==> src/rtl/ps2_key_tracker.sv <==
// PS/2 scan-code consumer: pops bytes from the keyboard FIFO, decodes E0/F0 make/break
// sequences, tracks the held key, maps it to ASCII and counts presses. Option: SHIFT_CASE_EN.
module ps2_key_tracker #(
  parameter int POP_GAP = 2
) (
  input  logic       clk,
  input  logic       rst,
  input  logic [7:0] data,
  input  logic       ready,
  input  logic       overflow,
  output logic       nextdata_n,
  output logic       key_down,
  output logic [7:0] scan_code,
  output logic       ext,
  output logic [7:0] ascii,
  output logic [7:0] press_cnt,
  output logic       new_key,
  output logic       ovf_seen
);

  localparam int GW = (POP_GAP > 1) ? $clog2(POP_GAP) : 1;

  typedef enum logic [1:0] {
    S_IDLE,
    S_POP,
    S_WAIT
  } state_t;

  state_t          r_state;
  state_t          w_state_nxt;
  logic [GW-1:0]   r_gap_cnt;
  logic            w_consume;
  logic            w_nextdata_n;

  logic            r_pfx_ext;
  logic            r_pfx_brk;
  logic            r_key_down;
  logic [7:0]      r_scan_code;
  logic            r_ext;
  logic [7:0]      r_ascii;
  logic [7:0]      r_press_cnt;
  logic            r_new_key;
  logic            r_ovf_seen;

  logic            w_is_e0;
  logic            w_is_f0;
  logic            w_same_key;
  logic            w_is_shift;
  logic            w_shift_held;

  // Letter/digit/control map for non-extended codes; upper folds a-z to A-Z.
  function automatic logic [7:0] f_map(input logic [7:0] b, input logic upper);
    logic [7:0] c;
    c = 8'h00;
    case (b)
      8'h1C: c = 8'h61;  8'h32: c = 8'h62;  8'h21: c = 8'h63;  8'h23: c = 8'h64;
      8'h24: c = 8'h65;  8'h2B: c = 8'h66;  8'h34: c = 8'h67;  8'h33: c = 8'h68;
      8'h43: c = 8'h69;  8'h3B: c = 8'h6A;  8'h42: c = 8'h6B;  8'h4B: c = 8'h6C;
      8'h3A: c = 8'h6D;  8'h31: c = 8'h6E;  8'h44: c = 8'h6F;  8'h4D: c = 8'h70;
      8'h15: c = 8'h71;  8'h2D: c = 8'h72;  8'h1B: c = 8'h73;  8'h2C: c = 8'h74;
      8'h3C: c = 8'h75;  8'h2A: c = 8'h76;  8'h1D: c = 8'h77;  8'h22: c = 8'h78;
      8'h35: c = 8'h79;  8'h1A: c = 8'h7A;
      8'h45: c = 8'h30;  8'h16: c = 8'h31;  8'h1E: c = 8'h32;  8'h26: c = 8'h33;
      8'h25: c = 8'h34;  8'h2E: c = 8'h35;  8'h36: c = 8'h36;  8'h3D: c = 8'h37;
      8'h3E: c = 8'h38;  8'h46: c = 8'h39;
      8'h29: c = 8'h20;  8'h5A: c = 8'h0D;  8'h66: c = 8'h08;
      default: c = 8'h00;
    endcase
    if (upper && c >= 8'h61 && c <= 8'h7A) c = c - 8'h20;
    return c;
  endfunction

  // NOTE: sequential state uses non-blocking (<=) so every flop samples pre-edge values.
  always_ff @(posedge clk or posedge rst) begin
    if (rst) begin
      r_state   <= S_IDLE;
      r_gap_cnt <= '0;
    end else begin
      r_state   <= w_state_nxt;
      r_gap_cnt <= (r_state == S_WAIT) ? r_gap_cnt + 1'b1 : '0;
    end
  end

  // NOTE: next state defaults to the current state first, so no path can infer a latch.
  always_comb begin
    w_state_nxt = r_state;
    case (r_state)
      S_IDLE:  if (ready) w_state_nxt = S_POP;
      S_POP:   w_state_nxt = S_WAIT;
      S_WAIT:  if (r_gap_cnt == GW'(POP_GAP - 1)) w_state_nxt = S_IDLE;
      default: w_state_nxt = S_IDLE;
    endcase
  end

  always_comb begin
    w_nextdata_n = (r_state != S_POP);
    w_consume    = (r_state == S_IDLE) && ready;
  end

  assign w_is_e0    = (data == 8'hE0);
  assign w_is_f0    = (data == 8'hF0);
  assign w_same_key = (data == r_scan_code) && (r_pfx_ext == r_ext);

`ifdef SHIFT_CASE_EN
  logic r_shift_held;

  assign w_is_shift   = ((data == 8'h12) || (data == 8'h59)) && !r_pfx_ext;
  assign w_shift_held = r_shift_held;

  always_ff @(posedge clk or posedge rst) begin
    if (rst)
      r_shift_held <= 1'b0;
    else if (w_consume && w_is_shift)
      r_shift_held <= !r_pfx_brk;
  end
`else
  assign w_is_shift   = 1'b0;
  assign w_shift_held = 1'b0;
`endif

  always_ff @(posedge clk or posedge rst) begin
    if (rst) begin
      r_pfx_ext   <= 1'b0;
      r_pfx_brk   <= 1'b0;
      r_key_down  <= 1'b0;
      r_scan_code <= 8'h00;
      r_ext       <= 1'b0;
      r_ascii     <= 8'h00;
      r_press_cnt <= 8'h00;
      r_new_key   <= 1'b0;
      r_ovf_seen  <= 1'b0;
    end else begin
      r_new_key <= 1'b0;
      if (overflow) r_ovf_seen <= 1'b1;
      if (w_consume) begin
        if (w_is_e0) begin
          r_pfx_ext <= 1'b1;
        end else if (w_is_f0) begin
          r_pfx_brk <= 1'b1;
        end else begin
          r_pfx_ext <= 1'b0;
          r_pfx_brk <= 1'b0;
          if (w_is_shift) begin
            // Shift keys only steer case inside their own register.
          end else if (r_pfx_brk) begin
            if (w_same_key) r_key_down <= 1'b0;
          end else if (!(r_key_down && w_same_key)) begin
            r_scan_code <= data;
            r_ext       <= r_pfx_ext;
            r_key_down  <= 1'b1;
            r_ascii     <= r_pfx_ext ? 8'h00 : f_map(data, w_shift_held);
            r_press_cnt <= r_press_cnt + 8'd1;
            r_new_key   <= 1'b1;
          end
        end
      end
    end
  end

  assign nextdata_n = w_nextdata_n;
  assign key_down   = r_key_down;
  assign scan_code  = r_scan_code;
  assign ext        = r_ext;
  assign ascii      = r_ascii;
  assign press_cnt  = r_press_cnt;
  assign new_key    = r_new_key;
  assign ovf_seen   = r_ovf_seen;

endmodule
==> config.mk <==
export PLATFORM = sky130hd
export DESIGN_NAME = ps2_key_tracker
export DESIGN_NICKNAME = d
export VERILOG_FILES = /design/src/rtl/ps2_key_tracker.sv
export SDC_FILE = /design/constraint.sdc
export NUM_CORES = 1
export LEC_CHECK = 0
export CORE_UTILIZATION = 59
export CTS_BUF_LIST = sky130_fd_sc_hd__clkbuf_8
export DETAILED_ROUTE_END_ITERATION = 7
export PLACE_DENSITY_LB_ADDON = 0.1
export SYNTH_ARGS = -nofsm -noshare
export SYNTH_HDL_FRONTEND = slang
export SYNTH_SLANG_ARGS = --single-unit
==> constraint.sdc <==
create_clock -name clk -period 4.15 [get_ports clk]
set_clock_uncertainty 0.1 [all_clocks]
set_input_delay 0.6225 -clock clk [delete_from_list [all_inputs] [get_ports clk]]
set_output_delay 0.6225 -clock clk [all_outputs]
set_load 0.02 [all_outputs]
==> reports/qor.txt <==
Hold_ws - 0.312 ns
Synthesized instance count - 241
Worst setup margin - 1.02 ns
Achievable Freq - 320 MHz
Mapped cell area - 2350 sq um
CTS max path bufs - 2
DR pass1 iterations - 4
Crit start category - primary input
Most common cell after layout, fill and taps aside - clkdlybuf4s50_1
Number of global-route vias before repair - 1,830
Power Dens Cells - 574 nW/um^2
Slew Limit Headroom - 0.472
DRT antenna net count - 0
R2R Path Start - r_state[0]
Row cnt - 22
Sequential share of the synthesized area - 0.341
Worst Path Buf+Inv - 2
Worst min-delay path startpoint - r_gap_cnt
Req. time, crit path - 4.21 ns
Chip Width - 65.1 microns
Die Span Y - 65.1 microns
Area growth, synth to finish - 20.3%
WS Path Type - in -> reg
Post-CTS Resized - 0
Critical Path AT - 3.19 ns
Starting density of the core - 0.628
Avg Inst Size Synth - 9.76 sq um
Net Switching - 0.000615 W
Clock Latency Late Sink - 0.28 ns
Fin crit period - 3.13 ns
Clock slew at reported path FFs - 0.06 ns
Worst path slowest cell - clkdlybuf4s50_1
Combinational share of power - 0.482
Place WS - 0.737 ns
RSZ-0062 raised after global routing - no
Max VDD drop - 0.527 mV
Ant diodes - 0
Critical path startpoint - data[0]
H-tree Lvls - 2
Period utilization - 0.754
Synth Flop Type - dfrtp_1
Clk root buf - clkbuf_8
R2r endpoint - ascii[6]
Syn Nets - 261
Measured slew at the worst slew-check pin - 0.791 ns
Worst r2r path cells - 5
Worst min-delay path class - reg -> reg
Routed wire length - 5500 microns
First-pass GRT wire length - 8960 microns
DRC violations left - 0
Top-Level Pins - 41
Num CTS Buffers - 5
CP Cell Sequence - clkdlybuf4s50_1 -> inv_1 -> ha_1 -> nor2b_1 -> a21boi_2 -> nand2b_1 -> nor2_8 -> mux2_2
CTS tree - built
Worst path top cell family by delay - simple AND/OR/NAND/NOR gates
Post-Route Utilization - 0.755
Final setup fails - 0
Crit path largest cell delay - 0.67 ns
Flops & latches, synth - 32
Power share of the sequential group - 0.342
Final #Nets - 295
Grt ovf - 0
Hold Fails Final Rpt - 0
Finished Cell Area - 2830 sq um
Most frequent cells in the layout - 39 x clkdlybuf4s50_1, 32 x dfrtp_1, 14 x nor2_1
DP Wirelength - 4020 microns
Total GRT Usage - 0.281
TNS Setup - 0 ns
Vias post-DR - 1,950
Async SR Flop Fraction - 1.00
Avg WL per Cell - 17.0 microns
Max Cap Violations - 0
Initial DRC Count - 197
Number of synthesized flops with an enable pin - 0
YS warnings - 0
Leak - 1.17 nW
Clock Power Share - 0.175
Port bufs - 39
TritonCTS Sinks - 32
Result of the run - complete, no violations
Synth cell types - 61
Core area - 3740 sq um
Cts hold-fix bufs - 0
Antenna violations before repair - 0
DP Area - 2720 sq um
GP Congestion - 0.915
Hold endpoint - r_gap_cnt
Max Slew Vio Count - 0
Int Pwr - 0.00101 W
Hold depth - 1
Switching share of power - 0.379
CP Max Fanout - 19
R2R Setup Slk - 1.87 ns
Post-CTS setup buffers - 0
Pin count of the biggest net entering global routing - 41
Worst setup EP type - flip-flop
Vias per cell - 6.02
Die area - 4240 sq um
Share of cells above drive strength 1 - 0.145
==> Yosys cell counts (8+ instances only) <==
library cell  count  share of area
dfrtp_1          32           0.34
ha_1              8          0.043
mux2_2            9          0.043
nand2_1          12          0.019
nand2b_1          8          0.021
nand3_1           9          0.019
nor2_1           14          0.022
nor2b_1          13          0.035
nor3_1            9          0.019
o21ai_0           9          0.019
xnor2_1           9          0.034
==> worst max-delay path by stage <==
stage | endpoint | slack (ns) | cells past startpoint
after floorplan | ascii[3] | 1.51 | 10
after global placement | scan_code[4] | 0.83 | 8
after detailed placement | ascii[2] | 0.74 | 8
after CTS | ascii[2] | 1.04 | 8
after global routing | scan_code[7] | 0.83 | 8
final | ascii[6] | 1.02 | 8
==> routing by layer <==
metal  share of wire  up-vias  global-route usage  routed length, microns
li1                -      939                   -                       -
met1            0.48      917               0.410                    2660
met2            0.43       83               0.409                    2370
met3           0.066       11              0.0660                     361
met4           0.020        0              0.0897                     108
met5               0        -                   0                       0
==> power groups by stage <==
stage,combinational [W],clock (W),sequential [W]
finish,0.000783,0.000285,0.000555
global route,0.000837,0.000303,0.000569
CTS,0.000784,0.000292,0.000554
detailed placement,0.000780,0,0.000556
global placement,0.000767,0,0.000551
floorplan,0.000381,0,0.000663
==> through the flow <==
stage / total power [W] / instances
4_1_cts: 0.00163 / 324
6_report: 0.00162 / 324
3_3_place_gp: 0.00132 / 316
3_5_place_dp: 0.00134 / 316
5_1_grt: 0.00171 / 324
2_1_floorplan: 0.00104 / 241
==> cell families after synthesis <==
logic type | share of synthesized area
compound gates | 0.142
xor+xnor | 0.0596
fa+ha+maj | 0.0426
buf+inv | 0.0649
flops | 0.341
mux | 0.110
other cells | 0.00160
simple gates | 0.238
==> cell type report <==
type,instances,area [sq um]
multi-input cells,184,1400
fillers,266,916
repair buffers,45,435
well taps,48,60.1
clock inverters,3,38.8
clock buffers,5,68.8
flip-flops and latches,32,801
inverters,7,26.3
==> sequential cells by signal, summed over array words and instances (netlist names) <==
name / cells
press_cnt: 8
r_pfx_ext: 1
ovf_seen: 1
ext: 1
r_gap_cnt: 1
ascii: 7
r_pfx_brk: 1
scan_code: 8
r_state: 2
key_down: 1
new_key: 1
Power figures use the tool's default switching activity.
==> patch 1: new RTL, config.mk and constraints unchanged <==
The parameter `POP_GAP` goes from 2 to 8.
--- a/src/rtl/ps2_key_tracker.sv
+++ b/src/rtl/ps2_key_tracker.sv
@@ -3,3 +3,3 @@
 module ps2_key_tracker #(
-  parameter int POP_GAP = 2
+  parameter int POP_GAP = 8
 ) (
Formal check against the unedited RTL: not equivalent (Yosys sat finds a counterexample within 10 cycles, from zero or initial values and one cycle with rst high).
==> patch 1 against the unedited design <==
Power shrank 1.6%. Worst setup slack better by 0.049 ns. Sequential cell count increased by 2. Final area up 1.2%. Via count is 4.2% higher. Die area rose by 2.0%. Register-to-register slack improved by 0.09 ns. Wire length up 5.3%. Area after synthesis rose by 2.0%. Largest power group unchanged.
==> patch 1: results (changes against the unedited design) <==
metric;value;unit;change
synthMuxAreaShare;11.0;%;-0.062 points
cts_resized;0;;unchanged
port_buffers;39;;unchanged
insertion_delay;0.28;ns;about the same
cts_setup_buffers;0;;unchanged
reg2reg_depth;6;;+1
wirelength;5.79;mm;+5.3%
synth_fa_ha_area_share;5.22;%;+0.96 points
antenna_found_initial;0;;unchanged
tightest_slew;0.754;ns;-0.0369 ns
grt_pass1_vias;1937;;+5.8%
peakVddDrop;384;uV;-27%
cp_data_arrival_time;3.14;ns;-0.05 ns
gp_congestion;0.949;;+3.7%
synth_top_flop_cell;dfrtp_1;;
synthArstFlopShare;100;%;unchanged
yosys_warnings;0;;unchanged
setup_viol_count_final;0;;unchanged
syn-num-nets;273;;+4.6%
maxSlewViolCount;0;;unchanged
cp_max_fo;17;;-2
hold_violations;0;;unchanged
hpwl;4.12;mm;+2.6%
fin_nets;306;;+3.7%
outcome;finished clean;;
leakagePower;1.23;nW;+5.3%
hold_path.class;reg -> reg;;
drive_gt1_share;13.0;%;-1.5 points
pre_cts_ws;0.820;ns;+0.0828 ns
ys_types;59;;-3.3%
fill_cells;260;;-2.3%
clk_path_buf_depth;2;;unchanged
grt_max_degree;35;;-15%
clk_pin_slew_worst_paths;0.07;ns;
synth_seq_area_share;35.5;%;+1.4 points
synth_area_leaders;dfrtp_1 (35%), ha_1 (5.2%), mux2_2 (3.8%);;
synth_compound_area_share;15.1;%;+0.92 points
num_vias;2032;;+4.2%
synth_common_cells;dfrtp_1 (34), nor2_1 (15), a21oi_1 (14), o21ai_0 (14), nand2b_1 (12);;
cts_buffers;5;;unchanged
grt.total_usage;29.3;%;+1.2 points
htree_num_levels;2;;unchanged
diodes;0;;unchanged
whs_path_depth;1;;unchanged
drtPass1Iterations;5;;+1
cts_root_buf;clkbuf_8;;
drtIter0Drc;170;;-14%
synth-xor-area-share;5.84;%;-0.12 points
grt_first_pass_wirelength;9.52;mm;+6.2%
patch 1: final timing paths:
path                                        startpoint                  endpoint  slack [ns]
worst max-delay path                           data[0]           ext$_DFFE_PP0P_        1.07
worst min-delay path            r_gap_cnt[0]$_DFF_PP0_    r_gap_cnt[0]$_DFF_PP0_        0.37
worst max register to register  r_state[1]$_DFFE_PP0P_           ext$_DFFE_PP0P_        1.96
worst min register to register  r_gap_cnt[0]$_DFF_PP0_    r_gap_cnt[0]$_DFF_PP0_        0.37
max in group asynchronous                          rst  scan_code[1]$_DFFE_PP0P_        3.02
min in group asynchronous                          rst  press_cnt[7]$_DFFE_PP0P_        0.63
patch 1: per-stage QoR:
stage / instances / power [mW] / instance area, sq um
final: 332 / 1.60 / 2860
after global routing: 332 / 1.70 / 2860
after CTS: 332 / 1.61 / 2860
after detailed placement: 325 / 1.37 / 2780
after global placement: 325 / 1.35 / 2780
after floorplan: 251 / 1.08 / 2400
patch 1: layout make-up:
cell class                      instances  share of cell area, %
Sequential cell                        34                   29.7
Clock buffer                            5                   2.41
Tap cell                               48                   2.10
Clock inverter                          2                  0.350
Timing Repair Buffer                   44                   15.0
Inverter                               11                   1.62
Multi-Input combinational cell        188                   48.8
patch 1: critical path, stage by stage:
cell and delay (ns):
clkdlybuf4s50_1 0.68, inv_1 0.18, ha_1 0.30, nand2b_1 0.16, o21ai_1 0.15, nor2_2 0.37
nand2_4 0.13, inv_6 0.19, mux2_2 0.37
patch 1: power by group:
part,switching [mW],total [mW],internal (mW)
registers,0.116,0.575,0.458
logic,0.410,0.799,0.388
clock network,0.111,0.224,0.112
patch 1: metal layers:
metal	up-vias	wire length (um)	track usage [%]
met2	97	2800	46.3
met4	0	101	7.61
met5	-	0	0
li1	961	-	-
met3	17	403	7.12
met1	957	2480	39.8
==> patch 2: new RTL, config.mk and constraints unchanged <==
Without the edit above. The 3 states of `state_t` get a one-hot encoding in 3 bits.
--- a/src/rtl/ps2_key_tracker.sv
+++ b/src/rtl/ps2_key_tracker.sv
@@ -22,6 +22,6 @@
 
-  typedef enum logic [1:0] {
-    S_IDLE,
-    S_POP,
-    S_WAIT
+  typedef enum logic [2:0] {
+    S_IDLE = 3'b001,
+    S_POP  = 3'b010,
+    S_WAIT = 3'b100
   } state_t;
Check against the original RTL: same outputs for any inputs over 4 cycles, from zero or initial values and one cycle with rst high; so few cycles prove little.
==> patch 2 against the unedited design <==
Utilization is 0.13 points lower. Critical path type unchanged. Final area is 1.6% lower. Die area shrank 2.2%. Wire length increased by 12%. Power fell by 4.8%. Final cell count grew 4.0%. Worst setup slack lost 0.090 ns. Area after synthesis decreased by 2.2%. Sequential cell count is 1 higher. Count of clock-buffer cells in the layout unchanged. Worst hold slack improved by 0.065 ns. Combinational power down 4.5%.
==> patch 2: results (changes against the unedited design) <==
metric;value;unit;change
grt.total_usage;32.0;%;+4.0 points
grt_max_degree;32;;-22%
synth_area_per_cell;9.05;sq um;-7.2%
crit_path_start;data[1];;
seq_area;827;sq um;+3.3%
dpl_cell_area;2700;sq um;-0.92%
power.internal;907;uW;-10%
fin_nets;308;;+4.4%
multi_input_area_share;48.3;%;-1.2 points
wirelength;6.14;mm;+12%
drtIter0Drc;122;;-38%
r2r-start;r_state[0]$_DFFE_PP1P_;;
gp_congestion;0.925;;+1.1%
final_cells;337;;+4.0%
num_vias;2116;;+8.5%
peakVddDrop;281;uV;-47%
synth_seq_area_share;36.0;%;+1.9 points
pre_cts_ws;0.751;ns;+0.0137 ns
cp_data_arrival_time;3.25;ns;+0.06 ns
outcome;finished clean;;
synth_area_leaders;dfrtp_1 (35%), xor2_1 (5.7%), ha_1 (4.4%);;
ys_types;60;;-1.6%
syn-num-nets;274;;+5.0%
inv_count;10;;+3
buffer_area_share;15.4;%;about the same
leakagePower;1.16;nW;-0.30%
multi_input_gates;194;;+5.4%
cpPeakStageDelay;0.76;ns;+0.09 ns
place_inst;329;;+4.1%
hpwl;4.53;mm;+13%
multi_input_area;1340;sq um;-3.9%
worstReg2RegEnd;ascii[2]$_DFFE_PP0P_;;
cp_max_fo;13;;-6
final-clk-cell-share;3.10;%;-0.70 points
fill_cells;304;;+14%
whs;0.377;ns;+0.0652 ns
hp-start;press_cnt[7]$_DFFE_PP0P_;;
area_delta_synth_final;21.0;%;
signal_buffers;44;;-2.2%
grt_pass1_vias;2023;;+11%
patch 2: changes by cell type after synthesis, moves of 5 or more:
cell      delta
xnor2_1      -8
nand4_1      +7
o21ai_0      +9
o21ai_1      +8
clkbuf_1     +5
xor2_1       +8
nand2_1      +6
patch 2: kinds of logic after synthesis:
kind of cell             synth area share (%)
AND/OR/NAND/NOR                          21.9
AO/OA/AOI/OAI                            20.1
flip-flops                               36.0
buffers and inverters                    5.61
XOR/XNOR                                 6.10
multiplexers                             5.72
adder cells (fa/ha/maj)                  4.36
other                                   0.163
patch 2: power groups by stage:
stage	registers, mW	logic, mW	clock network, mW
6_report	0.562	0.748	0.236
3_3_place_gp	0.555	0.724	0
4_1_cts	0.560	0.748	0.237
5_1_grt	0.575	0.802	0.255
3_5_place_dp	0.565	0.743	0
2_1_floorplan	0.656	0.340	0
patch 2: metal layers:
metal	part of all wire, %	up-vias	GRT usage (%)
li1	-	994	-
met1	43	991	41.2
met2	47	111	51.7
met3	6.2	20	5.11
met4	3.5	0	16.9
met5	0	-	0
